<file path="src/rtl/conveng_feeder.sv">
// conveng_feeder: upstream sequencer for the conveng window engine.
//
// Takes row slices of NPIX pixels from a line source over a valid/ready
// handshake. For each frame it runs three kinds of steps:
//   LOAD    - ROWS row shifts, which fill the conveng window
//   SWEEP   - COLS column shifts, one per cycle
//   ADVANCE - a single row shift between two sweeps
// ADVANCE and SWEEP repeat until img_rows rows have been consumed.
// DRAIN then waits for the result pipeline to empty, and done is pulsed.
//
// Ports:
//   clk_i        clock, rising edge
//   rst_ni       asynchronous active-low reset
//   start_i      one-cycle pulse; starts a frame when idle
//   img_rows_i   image height in rows, sampled when start is accepted
//   in_data_i    row slice pixels
//   in_tag_i     row slice sideband tag
//   in_valid_i   row slice available
//   in_ready_o   slice accepted this cycle when in_valid_i is also high
//                (combinational from state)
//   data_o       {in_data, in_tag} of the last accepted slice
//   rowShift_o   row shift strobe, in the cycle after each accept
//   colShift_o   column shift strobe during a sweep
//   out_valid_o  colShift_o delayed by PIPE_LAT cycles
//   busy_o       frame in progress
//   done_o       one-cycle end-of-frame pulse
module conveng_feeder #(
  parameter int ROWS     = 16,
  parameter int COLS     = 18,
  parameter int PIX_W    = 8,
  parameter int NPIX     = 22,
  parameter int TAG_W    = 4,
  parameter int PIPE_LAT = 4,
  parameter int H_W      = 12
) (
  input  logic                        clk_i,
  input  logic                        rst_ni,
  input  logic                        start_i,
  input  logic [H_W-1:0]              img_rows_i,
  input  logic [NPIX*PIX_W-1:0]       in_data_i,
  input  logic [TAG_W-1:0]            in_tag_i,
  input  logic                        in_valid_i,
  output logic                        in_ready_o,
  output logic [NPIX*PIX_W+TAG_W-1:0] data_o,
  output logic                        rowShift_o,
  output logic                        colShift_o,
  output logic                        out_valid_o,
  output logic                        busy_o,
  output logic                        done_o
);

  localparam int DATA_W = NPIX*PIX_W + TAG_W;
  localparam int LD_W   = $clog2(ROWS + 1);
  localparam int COL_W  = $clog2(COLS + 1);
  localparam int DR_W   = $clog2(PIPE_LAT + 1);

  localparam logic [H_W-1:0]   ROWS_H   = H_W'(ROWS);
  localparam logic [LD_W-1:0]  LD_LAST  = LD_W'(ROWS - 1);
  localparam logic [LD_W-1:0]  LD_FULL  = LD_W'(ROWS);
  localparam logic [COL_W-1:0] COL_LAST = COL_W'(COLS - 1);
  localparam logic [DR_W-1:0]  DR_LAST  = DR_W'(PIPE_LAT - 1);

  typedef enum logic [2:0] {
    IDLE    = 3'd0,
    LOAD    = 3'd1,
    SWEEP   = 3'd2,
    ADVANCE = 3'd3,
    DRAIN   = 3'd4
  } state_e;

  state_e             state_q, state_d;
  logic [DATA_W-1:0]  data_q, data_d;
  logic               row_shift_q, row_shift_d;
  logic               col_shift_q, col_shift_d;
  logic               busy_q, busy_d;
  logic               done_q, done_d;
  logic [H_W-1:0]     img_rows_q, img_rows_d;
  logic [H_W-1:0]     rows_in_q, rows_in_d;
  logic [LD_W-1:0]    load_cnt_q, load_cnt_d;
  logic [COL_W-1:0]   col_cnt_q, col_cnt_d;
  logic [DR_W-1:0]    drain_cnt_q, drain_cnt_d;
  logic [PIPE_LAT-1:0] pipe_q;
  logic               accept;

  assign in_ready_o = (state_q == LOAD) || (state_q == ADVANCE);
  assign accept     = in_valid_i && in_ready_o;

  always_comb begin
    state_d     = state_q;
    data_d      = data_q;
    row_shift_d = 1'b0;
    col_shift_d = 1'b0;
    busy_d      = busy_q;
    done_d      = 1'b0;
    img_rows_d  = img_rows_q;
    rows_in_d   = rows_in_q;
    load_cnt_d  = load_cnt_q;
    col_cnt_d   = col_cnt_q;
    drain_cnt_d = drain_cnt_q;

    // in_ready_o only rises in LOAD/ADVANCE, so every accept is one row shift.
    if (accept) begin
      data_d      = {in_data_i, in_tag_i};
      row_shift_d = 1'b1;
    end

    case (state_q)
      IDLE: begin
        // A start that asks for fewer rows than one window is dropped.
        if (start_i && (img_rows_i >= ROWS_H)) begin
          img_rows_d  = img_rows_i;
          rows_in_d   = '0;
          load_cnt_d  = '0;
          col_cnt_d   = '0;
          drain_cnt_d = '0;
          busy_d      = 1'b1;
          state_d     = LOAD;
        end
      end

      LOAD: begin
        if (accept) begin
          if (load_cnt_q == LD_LAST) begin
            load_cnt_d = LD_FULL;
            rows_in_d  = ROWS_H;
            col_cnt_d  = '0;
            state_d    = SWEEP;
          end else begin
            load_cnt_d = load_cnt_q + LD_W'(1);
          end
        end
      end

      SWEEP: begin
        // The first strobe is registered at the edge after entry. It is
        // therefore seen one cycle after the final rowShift and never
        // overlaps it.
        col_shift_d = 1'b1;
        if (col_cnt_q == COL_LAST) begin
          col_cnt_d   = '0;
          drain_cnt_d = '0;
          state_d     = (rows_in_q < img_rows_q) ? ADVANCE : DRAIN;
        end else begin
          col_cnt_d = col_cnt_q + COL_W'(1);
        end
      end

      ADVANCE: begin
        // rows_in_q < img_rows_q holds here, so the increment cannot wrap.
        if (accept) begin
          rows_in_d = rows_in_q + H_W'(1);
          state_d   = SWEEP;
        end
      end

      DRAIN: begin
        // DRAIN is entered on the cycle of the last colShift. After PIPE_LAT
        // cycles, done lines up with the last out_valid.
        if (drain_cnt_q == DR_LAST) begin
          drain_cnt_d = '0;
          done_d      = 1'b1;
          busy_d      = 1'b0;
          state_d     = IDLE;
        end else begin
          drain_cnt_d = drain_cnt_q + DR_W'(1);
        end
      end

      default: state_d = IDLE;
    endcase
  end

  always_ff @(posedge clk_i or negedge rst_ni) begin
    if (!rst_ni) begin
      state_q     <= IDLE;
      data_q      <= '0;
      row_shift_q <= 1'b0;
      col_shift_q <= 1'b0;
      busy_q      <= 1'b0;
      done_q      <= 1'b0;
      img_rows_q  <= '0;
      rows_in_q   <= '0;
      load_cnt_q  <= '0;
      col_cnt_q   <= '0;
      drain_cnt_q <= '0;
    end else begin
      state_q     <= state_d;
      data_q      <= data_d;
      row_shift_q <= row_shift_d;
      col_shift_q <= col_shift_d;
      busy_q      <= busy_d;
      done_q      <= done_d;
      img_rows_q  <= img_rows_d;
      rows_in_q   <= rows_in_d;
      load_cnt_q  <= load_cnt_d;
      col_cnt_q   <= col_cnt_d;
      drain_cnt_q <= drain_cnt_d;
    end
  end

  // out_valid delay line. Reset empties it, so an aborted frame leaves
  // nothing behind in it.
  for (genvar gi = 0; gi < PIPE_LAT; gi++) begin : g_pipe
    if (gi == 0) begin : g_head
      always_ff @(posedge clk_i or negedge rst_ni) begin
        if (!rst_ni) pipe_q[gi] <= 1'b0;
        else         pipe_q[gi] <= col_shift_q;
      end
    end else begin : g_tail
      always_ff @(posedge clk_i or negedge rst_ni) begin
        if (!rst_ni) pipe_q[gi] <= 1'b0;
        else         pipe_q[gi] <= pipe_q[gi-1];
      end
    end
  end

  assign data_o      = data_q;
  assign rowShift_o  = row_shift_q;
  assign colShift_o  = col_shift_q;
  assign out_valid_o = pipe_q[PIPE_LAT-1];
  assign busy_o      = busy_q;
  assign done_o      = done_q;

endmodule

</file>
<file path="config.mk">
export PLATFORM = sky130hd
export DESIGN_NAME = conveng_feeder
export DESIGN_NICKNAME = d
export VERILOG_FILES = /design/src/rtl/conveng_feeder.sv
export SDC_FILE = /design/constraint.sdc
export NUM_CORES = 1
export LEC_CHECK = 0
export CAP_MARGIN = 15
export CORE_AREA = 2 2 149 151
export CTS_CLUSTER_SIZE = 24
export DETAILED_ROUTE_END_ITERATION = 8
export DIE_AREA = 0 0 151 153
export GPL_TIMING_DRIVEN = 0
export PLACE_DENSITY = 0.81
export REMOVE_ABC_BUFFERS = 1
export SLEW_MARGIN = 15
export SYNTH_ARGS = -nofsm -noshare
export SYNTH_HDL_FRONTEND = slang
export SYNTH_SLANG_ARGS = --single-unit
</file>
<file path="constraint.sdc">
create_clock -name clk_i -period 3.6 [get_ports clk_i]
set_input_delay 0.54 -clock clk_i [delete_from_list [all_inputs] [get_ports clk_i]]
set_output_delay 0.54 -clock clk_i [all_outputs]
set_load 0.1 [all_outputs]
</file>
==> reports/qor.txt, run 1 <==
final period demand of the worst path = 3040 ps
synthesized area per cell = 9.21 um2
Final Routed Wirelength = 27500 um
crit-path cells = nor2b_4 -> nand2_4 -> buf_16 -> inv_8 -> o21ai_2 -> a2111oi_1 -> xnor2_1 -> nor2_1
initial antenna violation count = 8
fin crit share = 84.4%
Area Overhead vs Synth = 53.4%
status = complete, no violations
Max-slew headroom = 26.9%
# DRC = 0
Hold Fails Final Rpt = 0
TritonRoute pass-1 iters = 4
Starting DRT DRC Count = 547
RSZ-0062 raised after global routing = no
Yosys reg bits = 228
CTS max path bufs = 3
FF/Latch Area = 5710 um2
CTS buffer count = 25
Post-CTS Setup Bufs = 0
placed cells = 1622
cell area after synthesis = 9220 um2
Global Route Usage Sum = 23.6%
layout cells sized above 1 = 3.91%
final cell count without fillers = 1669
chip height = 153 um
Max Cap Violations = 0
dpl hpwl = 19900 um
Min-Delay Path Class = primary input to asynchronous set/reset pin
Tightest Pin Transition = 1090 ps
largest net degree at the start of global routing = 105
worst hold slack = 15.4 ps
Starting Density = 42.9%
first-pass GRT wire length = 43200 um
core area = 21500 um2
Slowest-stage cell, CP = a2111oi_1
hold-fix buffers at CTS = 0
nature of the critical path endpoint = register
chip width = 151 um
Peak Freq = 0.329 GHz
critical path data arrival time = 3440 ps
CTS tree = yes
Final Skew = 14.5 ps
type of origin of the critical path = register
post-route ant nets = 0
clk root buf = clkbuf_16
total global routing overflow = 0
Fin Setup TNS = 0 ps
worst path required time = 4000 ps
Netlist cell types = 51
# IOs = 382
max-slew violation count = 0
synthesized instance count = 1002
drt via density = 4.83
# nets final = 1582
Worst Path Max Fanout = 82
area of the multi-input gates = 3250 um2
DIE AREA = 23100 um2
Routed WL per cell = 16.5 um
via total after detailed routing = 8058
Post-CTS Resized = 0
number of global-route vias before repair = 8231
CP max stage delay = 510 ps
FP Rows = 54
Final GP Congestion = 0.811
Seq/Total Area, Yosys = 61.9%
port bufs = 381
Clock Latency Late Sink = 510 ps
Clock Sinks = 228
H-tree levels = 1
yosys warns = 0
FILL cells = 1703
Reg clk slew, reported paths = 60 ps
crit path kind = register to register
count of final setup violators = 0
-- per-stage QoR --
| step | util (%) | setup WS [ps] | cell area, um2 |
|---|---|---|---|
| after floorplan | - | -3660 | 9020 |
| after global placement | 61.4 | -8520 | 13200 |
| after detailed placement | 62.3 | 116 | 13400 |
| after CTS | 65.8 | 538 | 14100 |
| after global routing | 65.8 | 266 | 14100 |
| final | 65.9 | 561 | 14100 |
-- cell usage in the layout, fill, tap and decap left out, types with 3 or more instances in the layout --
cell type        instances
a211oi_1                 5
a21o_1                   3
o21ai_0                 10
nand3_1                 14
dfrtp_1                228
clkdlybuf4s50_1        380
a21oi_1                  9
o21a_1                   4
xnor2_1                  9
nand2_1                553
clkbuf_16               25
clkbuf_8                 7
mux2_1                  12
ha_1                    17
inv_1                   20
diode_2                  8
nor2_1                  18
o21ai_1                  4
buf_16                   6
clkbuf_1                 5
nor3_1                   4
-- synthesized netlist by cell type (all sizes together) --
| cell | number | area share [%] |
|---|---|---|
| nor2 | 18 | 0.73 |
| o41ai | 1 | 0.095 |
| o31ai | 2 | 0.16 |
| a22o | 2 | 0.19 |
| a2111oi | 4 | 0.47 |
| a21o | 3 | 0.24 |
| ha | 17 | 2.3 |
| a211oi | 5 | 0.41 |
| or2 | 2 | 0.14 |
| a2bb2oi | 2 | 0.19 |
| o2111ai | 3 | 0.35 |
| nand3b | 2 | 0.16 |
| nor4 | 1 | 0.068 |
| dfrtp | 228 | 62 |
| nand2b | 2 | 0.14 |
| a21boi | 1 | 0.081 |
| o21a | 4 | 0.33 |
| o21ai | 16 | 0.95 |
| nand4 | 2 | 0.14 |
| nand3 | 15 | 0.87 |
| a21oi | 9 | 0.49 |
| xnor2 | 9 | 0.85 |
| a211o | 1 | 0.095 |
| nand4bb | 1 | 0.12 |
| or4 | 3 | 0.28 |
| mux2 | 13 | 1.6 |
| or3 | 1 | 0.068 |
| nor2b | 1 | 0.15 |
| and3 | 2 | 0.14 |
| inv | 21 | 0.85 |
| buf | 6 | 0.56 |
| a41oi | 1 | 0.095 |
| clkinv | 1 | 0.041 |
| nor3 | 4 | 0.22 |
| nor3b | 1 | 0.081 |
| nand2 | 555 | 23 |
| o311ai | 1 | 0.095 |
| clkbuf | 41 | 1.7 |
| a31oi | 1 | 0.068 |
-- path summary, 6_finish.rpt --
check,startpoint,end,slack [ps],cells after the start
max in group asynchronous,rst_ni,data_o[52],2790,2
max,state_q[0],rows_in_q[9],560,8
min,rst_ni,done_o,20,1
min in group clk_i,pipe_q[1],pipe_q[2],350,0
min reg2reg,pipe_q[1],pipe_q[2],350,0
max reg2reg,state_q[0],rows_in_q[9],560,8
-- kinds of logic (layout without fill, tap and decap cells) --
group	Yosys count	in the layout	share of synthesized area (%)
other	0	8	0
flip-flops	228	228	61.9
buffers and inverters	69	448	3.12
adder cells (fa/ha/maj)	17	17	2.31
multiplexers	13	13	1.59
AND/OR/NAND/NOR	610	610	26.0
AO/OA/AOI/OAI	56	56	4.31
XOR/XNOR	9	9	0.855
-- cell type report --
class | count | area share (%)
diodes | 8 | 0.141
clock buffers | 37 | 5.23
clock inverters | 2 | 0.0707
inverters | 22 | 0.637
multi-input cells | 705 | 23.0
flip-flops and latches | 228 | 40.3
well taps | 280 | 2.48
repair buffers | 387 | 28.2
-- critical path: cells and delay by family (launching register included) --
kind / cells / cell delay, ps
buffers and inverters: 2 / 710
DFF: 1 / 500
xor gates and xnor gates: 1 / 170
and+or+nand+nor: 3 / 650
AOI/OAI and AO/OA: 2 / 810
-- metal layers --
metal	global-route usage (%)	share of wire [%]	vias to the layer above
met1	27.8	38	3812
met2	40.8	50	275
met3	5.31	7.4	81
met4	11.0	4.6	0
li1	-	-	3890
met5	0	0	-
-- state kept, by name, indices dropped and copies added, names as in the netlist --
register and cells:
drain_cnt_q 3, load_cnt_q 5, rows_in_q 12, busy_o 1, state_q 3, col_cnt_q 5, pipe_q 3, colShift_o 1
data_o 180, out_valid_o 1, done_o 1, rowShift_o 1, img_rows_q 12
Power of run 1 is left out: the tool's default activity adds up to more than one toggle a clock period on the data nets, which glitch-free logic cannot reach.
==> inputs of run 2 (changes only) <==
--- a/config.mk
+++ b/config.mk
@@ -6,12 +6,12 @@
 export NUM_CORES = 1
 export LEC_CHECK = 0
 export CAP_MARGIN = 15
-export CORE_AREA = 2 2 149 151
+export CORE_MARGIN = 2
+export CORE_UTILIZATION = 39
 export CTS_CLUSTER_SIZE = 24
 export DETAILED_ROUTE_END_ITERATION = 8
-export DIE_AREA = 0 0 151 153
 export GPL_TIMING_DRIVEN = 0
-export PLACE_DENSITY = 0.81
+export PLACE_DENSITY = 0.78
 export REMOVE_ABC_BUFFERS = 1
 export SLEW_MARGIN = 15
 export SYNTH_ARGS = -nofsm -noshare
==> constraint.sdc (replaced) <==
create_clock -name clk_i -period 2.5 [get_ports clk_i]
set_input_delay 0.375 -clock clk_i [delete_from_list [all_inputs] [get_ports clk_i]]
set_output_delay 0.375 -clock clk_i [all_outputs]
set_load 0.1 [all_outputs]
==> run 2 against run 1 <==
Wire length is 4.5% higher. First-iteration DRC count is 22% lower. Cell count is 3.1% higher. Register-to-register slack worse by 440 ps. Global-route usage is 1.9 points lower. Cell area is 2.4% higher. Critical path type is now register to primary output.
==> reports/qor.txt, run 2 (synthesized netlist as in run 1, its figures left out) <==
commonest non-fill, non-tap cell in the layout = nand2_1 (unchanged)
Final Routed Wirelength = 28800 um (was 27500 um)
H-tree levels = 1 (unchanged)
number of flip-flops in the largest register = 180 (unchanged)
CTS max path bufs = 3 (unchanged)
Clock Latency Late Sink = 520 ps (was 510 ps)
crit path kind = register to primary output (was register to register)
layout cells sized above 1 = 5.16% (was 3.91%)
worst path required time = 2120 ps (was 4000 ps)
clk root buf = clkbuf_16 (unchanged)
initial antenna violation count = 4 (was 8)
Global Route Usage Sum = 21.8% (was 23.6%)
dpl cell area = 13400 um2 (about the same)
Final GP Congestion = 0.817 (was 0.811)
Reg clk slew, reported paths = 60 ps (about the same)
dpl hpwl = 18800 um (was 19900 um)
final period demand of the worst path = 2440 ps
Starting DRT DRC Count = 428 (was 547)
critical path data arrival time = 2060 ps (was 3440 ps)
CP max stage delay = 1180 ps (was 510 ps)
met3 Track Usage GR = 4.76% (was 5.31%)
FP Rows = 56 (was 54)
Tightest Pin Transition = 1060 ps (was 1090 ps)
post-route design area = 14500 um2 (was 14100 um2)
# DRC = 0 (unchanged)
largest net degree at the start of global routing = 99 (was 105)
crit-path cells = clkdlybuf4s50_1 (was nor2b_4 -> nand2_4 -> buf_16 -> inv_8 -> o21ai_2 -> a2111oi_1 -> xnor2_1 -> nor2_1)
cell count along the critical path = 1 (was 8)
drt via density = 4.73 (was 4.83)
commonest non-fill, non-tap cells in the layout = nand2_1 (553), clkdlybuf4s50_1 (378), dfrtp_1 (226) (was nand2_1 (553), clkdlybuf4s50_1 (380), dfrtp_1 (228))
max-slew violation count = 0 (unchanged)
Max-slew headroom = 29.3% (was 26.9%)
first-pass GRT wire length = 42500 um (was 43200 um)
Min-Delay Path Class = primary input to asynchronous set/reset pin (unchanged)
FF-to-FF path depth = 9 (was 8)
Final Skew = 8.94 ps (was 14.5 ps)
# IOs = 382 (unchanged)
Worst Path Max Fanout = 2 (was 82)
count of final setup violators = 0 (unchanged)
DIE AREA = 24900 um2 (was 23100 um2)
chip height = 158 um (was 153 um)
CP Buf/Inv Count = 1 (was 2)
type of origin of the critical path = register (unchanged)
status = complete, no violations (unchanged)
M1 GR Usage = 26.3% (was 27.8%)
fin crit share = 97.6%
CTS buffer count = 25 (unchanged)
total global routing overflow = 0 (unchanged)
TritonRoute pass-1 iters = 5 (was 4)
worst hold slack = 348 ps (was 15.4 ps)
CP startpoint = data_o[71] (was state_q[0])
Reg2Reg Launch Point = state_q[0] (unchanged)
Clock Sinks = 228 (unchanged)
Routed WL per cell = 16.7 um (was 16.5 um)
Starting Density = 39.5% (was 42.9%)
port bufs = 381 (unchanged)
Area Overhead vs Synth = 57.1% (was 53.4%)
number of global-route vias before repair = 7979 (was 8231)
nature of the critical path endpoint = primary output (was register)
post-route ant nets = 0 (unchanged)
Slowest-stage cell, CP = clkdlybuf4s50_1 (was a2111oi_1)
CP delay by family, top = buffers and inverters (was compound AO/OA/AOI/OAI gates)
chip width = 158 um (was 151 um)
GR met2 Demand/Resource = 38.2% (was 40.8%)
gr busiest metal = met2 (unchanged)
Hold Fails Final Rpt = 0 (unchanged)
Max Cap Violations = 0 (unchanged)
Peak Freq = 0.410 GHz
core area = 23300 um2 (was 21500 um2)
via total after detailed routing = 8129 (was 8058)
Fin Setup TNS = 0 ps (unchanged)
CTS tree = yes (unchanged)
# nets final = 1592 (was 1582)
==> run 2: area by class of cell <==
type	instances	area [um2]
Clock buffer	39	758
Antenna cell	5	12.5
Sequential cell	228	5710
Timing Repair inverter	2	17.5
Timing Repair Buffer	393	4110
Clock inverter	5	78.8
Multi-Input combinational cell	707	3310
Fill cell	1929	8840
Tap cell	319	399
Inverter	22	98.8
==> run 2: path summary, 6_finish.rpt <==
check                           endpoint  slack [ps]
setup reg to reg           rows_in_q[11]         120
hold reg to reg                pipe_q[1]         350
min in group clk_i             pipe_q[1]         350
setup / recovery              data_o[71]          60
max in group asynchronous    data_o[119]        1310
hold / removal                data_o[57]         350
==> run 2: through the flow <==
stage / utilization (%) / setup WS (ps) / std cells
2_1_floorplan: - / -4760 / 955
3_3_place_gp: 56.7 / -9600 / 1655
3_5_place_dp: 57.6 / -1250 / 1661
4_1_cts: 61.9 / 28.0 / 1713
5_1_grt: 62.1 / -9.06 / 1719
6_report: 62.1 / 60.8 / 1720
==> run 2: layer usage <==
layer  wire length, um  vias to the layer above  share of wire [%]
met5                 0                        -                  0
met4               851                        0                3.0
met3              2060                       60                7.1
met2             14700                      275                 51
met1             11200                     3880                 39
li1                  -                     3914                  -
==> run 2: timing repair <==
item | in CTS | in global routing
setup endpoints to repair | 102 | 5
setup buffers | 1 | 1
resized for setup | 10 | 3
hold endpoints to repair | 48 | 0
hold buffers | 1 | 0
cloned | 6 | 1
pin swaps | 1 | 0
Power of run 2 is left out for the same reason.
==> inputs of run 3 (changes only) <==
--- a/config.mk
+++ b/config.mk
@@ -11,7 +11,7 @@
 export CTS_CLUSTER_SIZE = 24
 export DETAILED_ROUTE_END_ITERATION = 8
 export GPL_TIMING_DRIVEN = 0
-export PLACE_DENSITY = 0.78
+export PLACE_DENSITY = 0.77
 export REMOVE_ABC_BUFFERS = 1
 export SLEW_MARGIN = 15
 export SYNTH_ARGS = -nofsm -noshare
==> run 3 against run 2 <==
Worst setup slack worse by 8.8 ps. Maximum frequency is 0.36% lower. Via count fell by 1.1%. Wire length decreased by 5.4%. Clock skew rose by 2.9 ps. Largest cell class unchanged. Clock-buffer cell count down 3.
==> reports/qor.txt, run 3 (synthesized netlist as in run 1, its figures left out) <==
Clock Sinks = 228 (unchanged)
crit-path cells = clkdlybuf4s50_1 (unchanged)
Clock Latency Late Sink = 520 ps (about the same)
post-route ant nets = 0 (unchanged)
CP Buf/Inv Count = 1 (unchanged)
chip height = 158 um (unchanged)
port bufs = 381 (unchanged)
FF-to-FF path depth = 8 (was 9)
via total after detailed routing = 8039 (was 8129)
H-tree levels = 1 (unchanged)
TritonRoute pass-1 iters = 4 (was 5)
Slowest-stage cell, CP = clkdlybuf4s50_1 (unchanged)
Final Skew = 11.8 ps (was 8.94 ps)
total global routing overflow = 0 (unchanged)
CTS tree = yes (unchanged)
Reg clk slew, reported paths = 60 ps (about the same)
initial antenna violation count = 4 (unchanged)
Crit Reg-Reg Endpoint = rows_in_q[8] (was rows_in_q[11])
FF-to-FF setup slack = 160 ps (was 120 ps)
final period demand of the worst path = 2450 ps (was 2440 ps)
critical path data arrival time = 2070 ps (was 2060 ps)
Reg2Reg Launch Point = state_q[2] (was state_q[0])
commonest non-fill, non-tap cell in the layout = nand2_1 (unchanged)
count of final setup violators = 0 (unchanged)
CTS buffer count = 26 (was 25)
FP Rows = 56 (unchanged)
Final Routed Wirelength = 27200 um (was 28800 um)
max-slew violation count = 0 (unchanged)
worst path required time = 2120 ps (about the same)
Tightest Pin Transition = 1090 ps (was 1060 ps)
Global Route Usage Sum = 20.8% (was 21.8%)
# IOs = 382 (unchanged)
DIE AREA = 24900 um2 (unchanged)
drt via density = 4.68 (was 4.73)
Max Cap Violations = 0 (unchanged)
first-pass GRT wire length = 41000 um (was 42500 um)
chip width = 158 um (unchanged)
number of flip-flops in the largest register = 180 (unchanged)
largest net degree at the start of global routing = 124 (was 99)
worst hold slack = 321 ps (was 348 ps)
Peak Freq = 0.408 GHz (was 0.410 GHz)
Hold Fails Final Rpt = 0 (unchanged)
Starting Density = 39.5% (unchanged)
Worst Path Max Fanout = 2 (unchanged)
CTS max path bufs = 3 (unchanged)
Min-Delay Path Class = primary input to asynchronous set/reset pin (unchanged)
RSZ-0062 raised after global routing = no
# nets final = 1586 (was 1592)
Area Overhead vs Synth = 56.1% (was 57.1%)
core area = 23300 um2 (unchanged)
nature of the critical path endpoint = primary output (unchanged)
clk root buf = clkbuf_16 (unchanged)
type of origin of the critical path = register (unchanged)
dpl hpwl = 19100 um (was 18800 um)
# DRC = 0 (unchanged)
layout cells sized above 1 = 5.03% (was 5.16%)
status = complete, no violations (unchanged)
Max-slew headroom = 27.0% (was 29.3%)
crit path kind = register to primary output (unchanged)
Final GP Congestion = 0.776 (was 0.817)
number of global-route vias before repair = 7772 (was 7979)
Routed WL per cell = 15.9 um (was 16.7 um)
fin crit share = 97.9% (was 97.6%)
CP max stage delay = 1180 ps (about the same)
Starting DRT DRC Count = 554 (was 428)
CP delay by family, top = buffers and inverters (unchanged)
commonest non-fill, non-tap cells in the layout = nand2_1 (553), clkdlybuf4s50_1 (378), dfrtp_1 (227) (was nand2_1 (553), clkdlybuf4s50_1 (378), dfrtp_1 (226))
run 3: worst register-to-register path, cell delays in order (launching register included):
cell and delay [ps]:
dfrtp_1 490, nor2b_4 250, nand2_8 250, buf_16 290, inv_16 190, o21ai_4 160, a2111oi_2 380, xnor2_1 160
nor2_1 50
run 3: area by class of cell:
type                            instances  area (um2)
Timing Repair inverter                  1        8.76
Timing Repair Buffer                  389        4020
Tap cell                              319         399
Clock inverter                         12         116
Antenna cell                            5        12.5
Sequential cell                       228        5710
Multi-Input combinational cell        705        3280
Fill cell                            1917        8930
Clock buffer                           36         759
Inverter                               22        98.8
run 3: what timing repair did:
action / 4_1_cts / 5_1_grt
cloned: 1 / 1
hold endpoints to repair: 37 / 0
endpoints found under the setup margin: 138 / 6
gates resized for setup: 9 / 2
hold buffers: 1 / 0
buffers inserted: 0 / 0
run 3: worst max-delay path by stage:
stage / start / depth (start not counted) / endpoint
2_1_floorplan: state_q[0] / 7 / rows_in_q[8]
3_5_place_dp: in_valid_i / 8 / rows_in_q[8]
4_1_cts: data_o[10] / 1 / data_o[10]
3_3_place_gp: in_valid_i / 7 / rows_in_q[8]
5_1_grt: data_o[25] / 1 / data_o[25]
6_report: data_o[25] / 1 / data_o[25]
run 3: stage by stage:
step	utilization (%)	cell area, um2	TNS (ps)	instances	setup WS (ps)
after global routing	61.7	14400	0	1716	15.0
after floorplan	-	9020	-786800	955	-4760
after detailed placement	57.6	13400	-46010	1661	-743
after CTS	61.5	14400	0	1711	16.7
after global placement	56.7	13200	-3809900	1655	-9770
final	61.7	14400	0	1717	52.0
run 3: metal layers:
| metal | global-route usage [%] | routed length (um) |
|---|---|---|
| met1 | 24.9 | 10700 |
| met2 | 36.5 | 13800 |
| met3 | 4.24 | 1810 |
| met4 | 8.66 | 962 |
| met5 | 0 | 0 |
Power of run 3 is left out for the same reason.
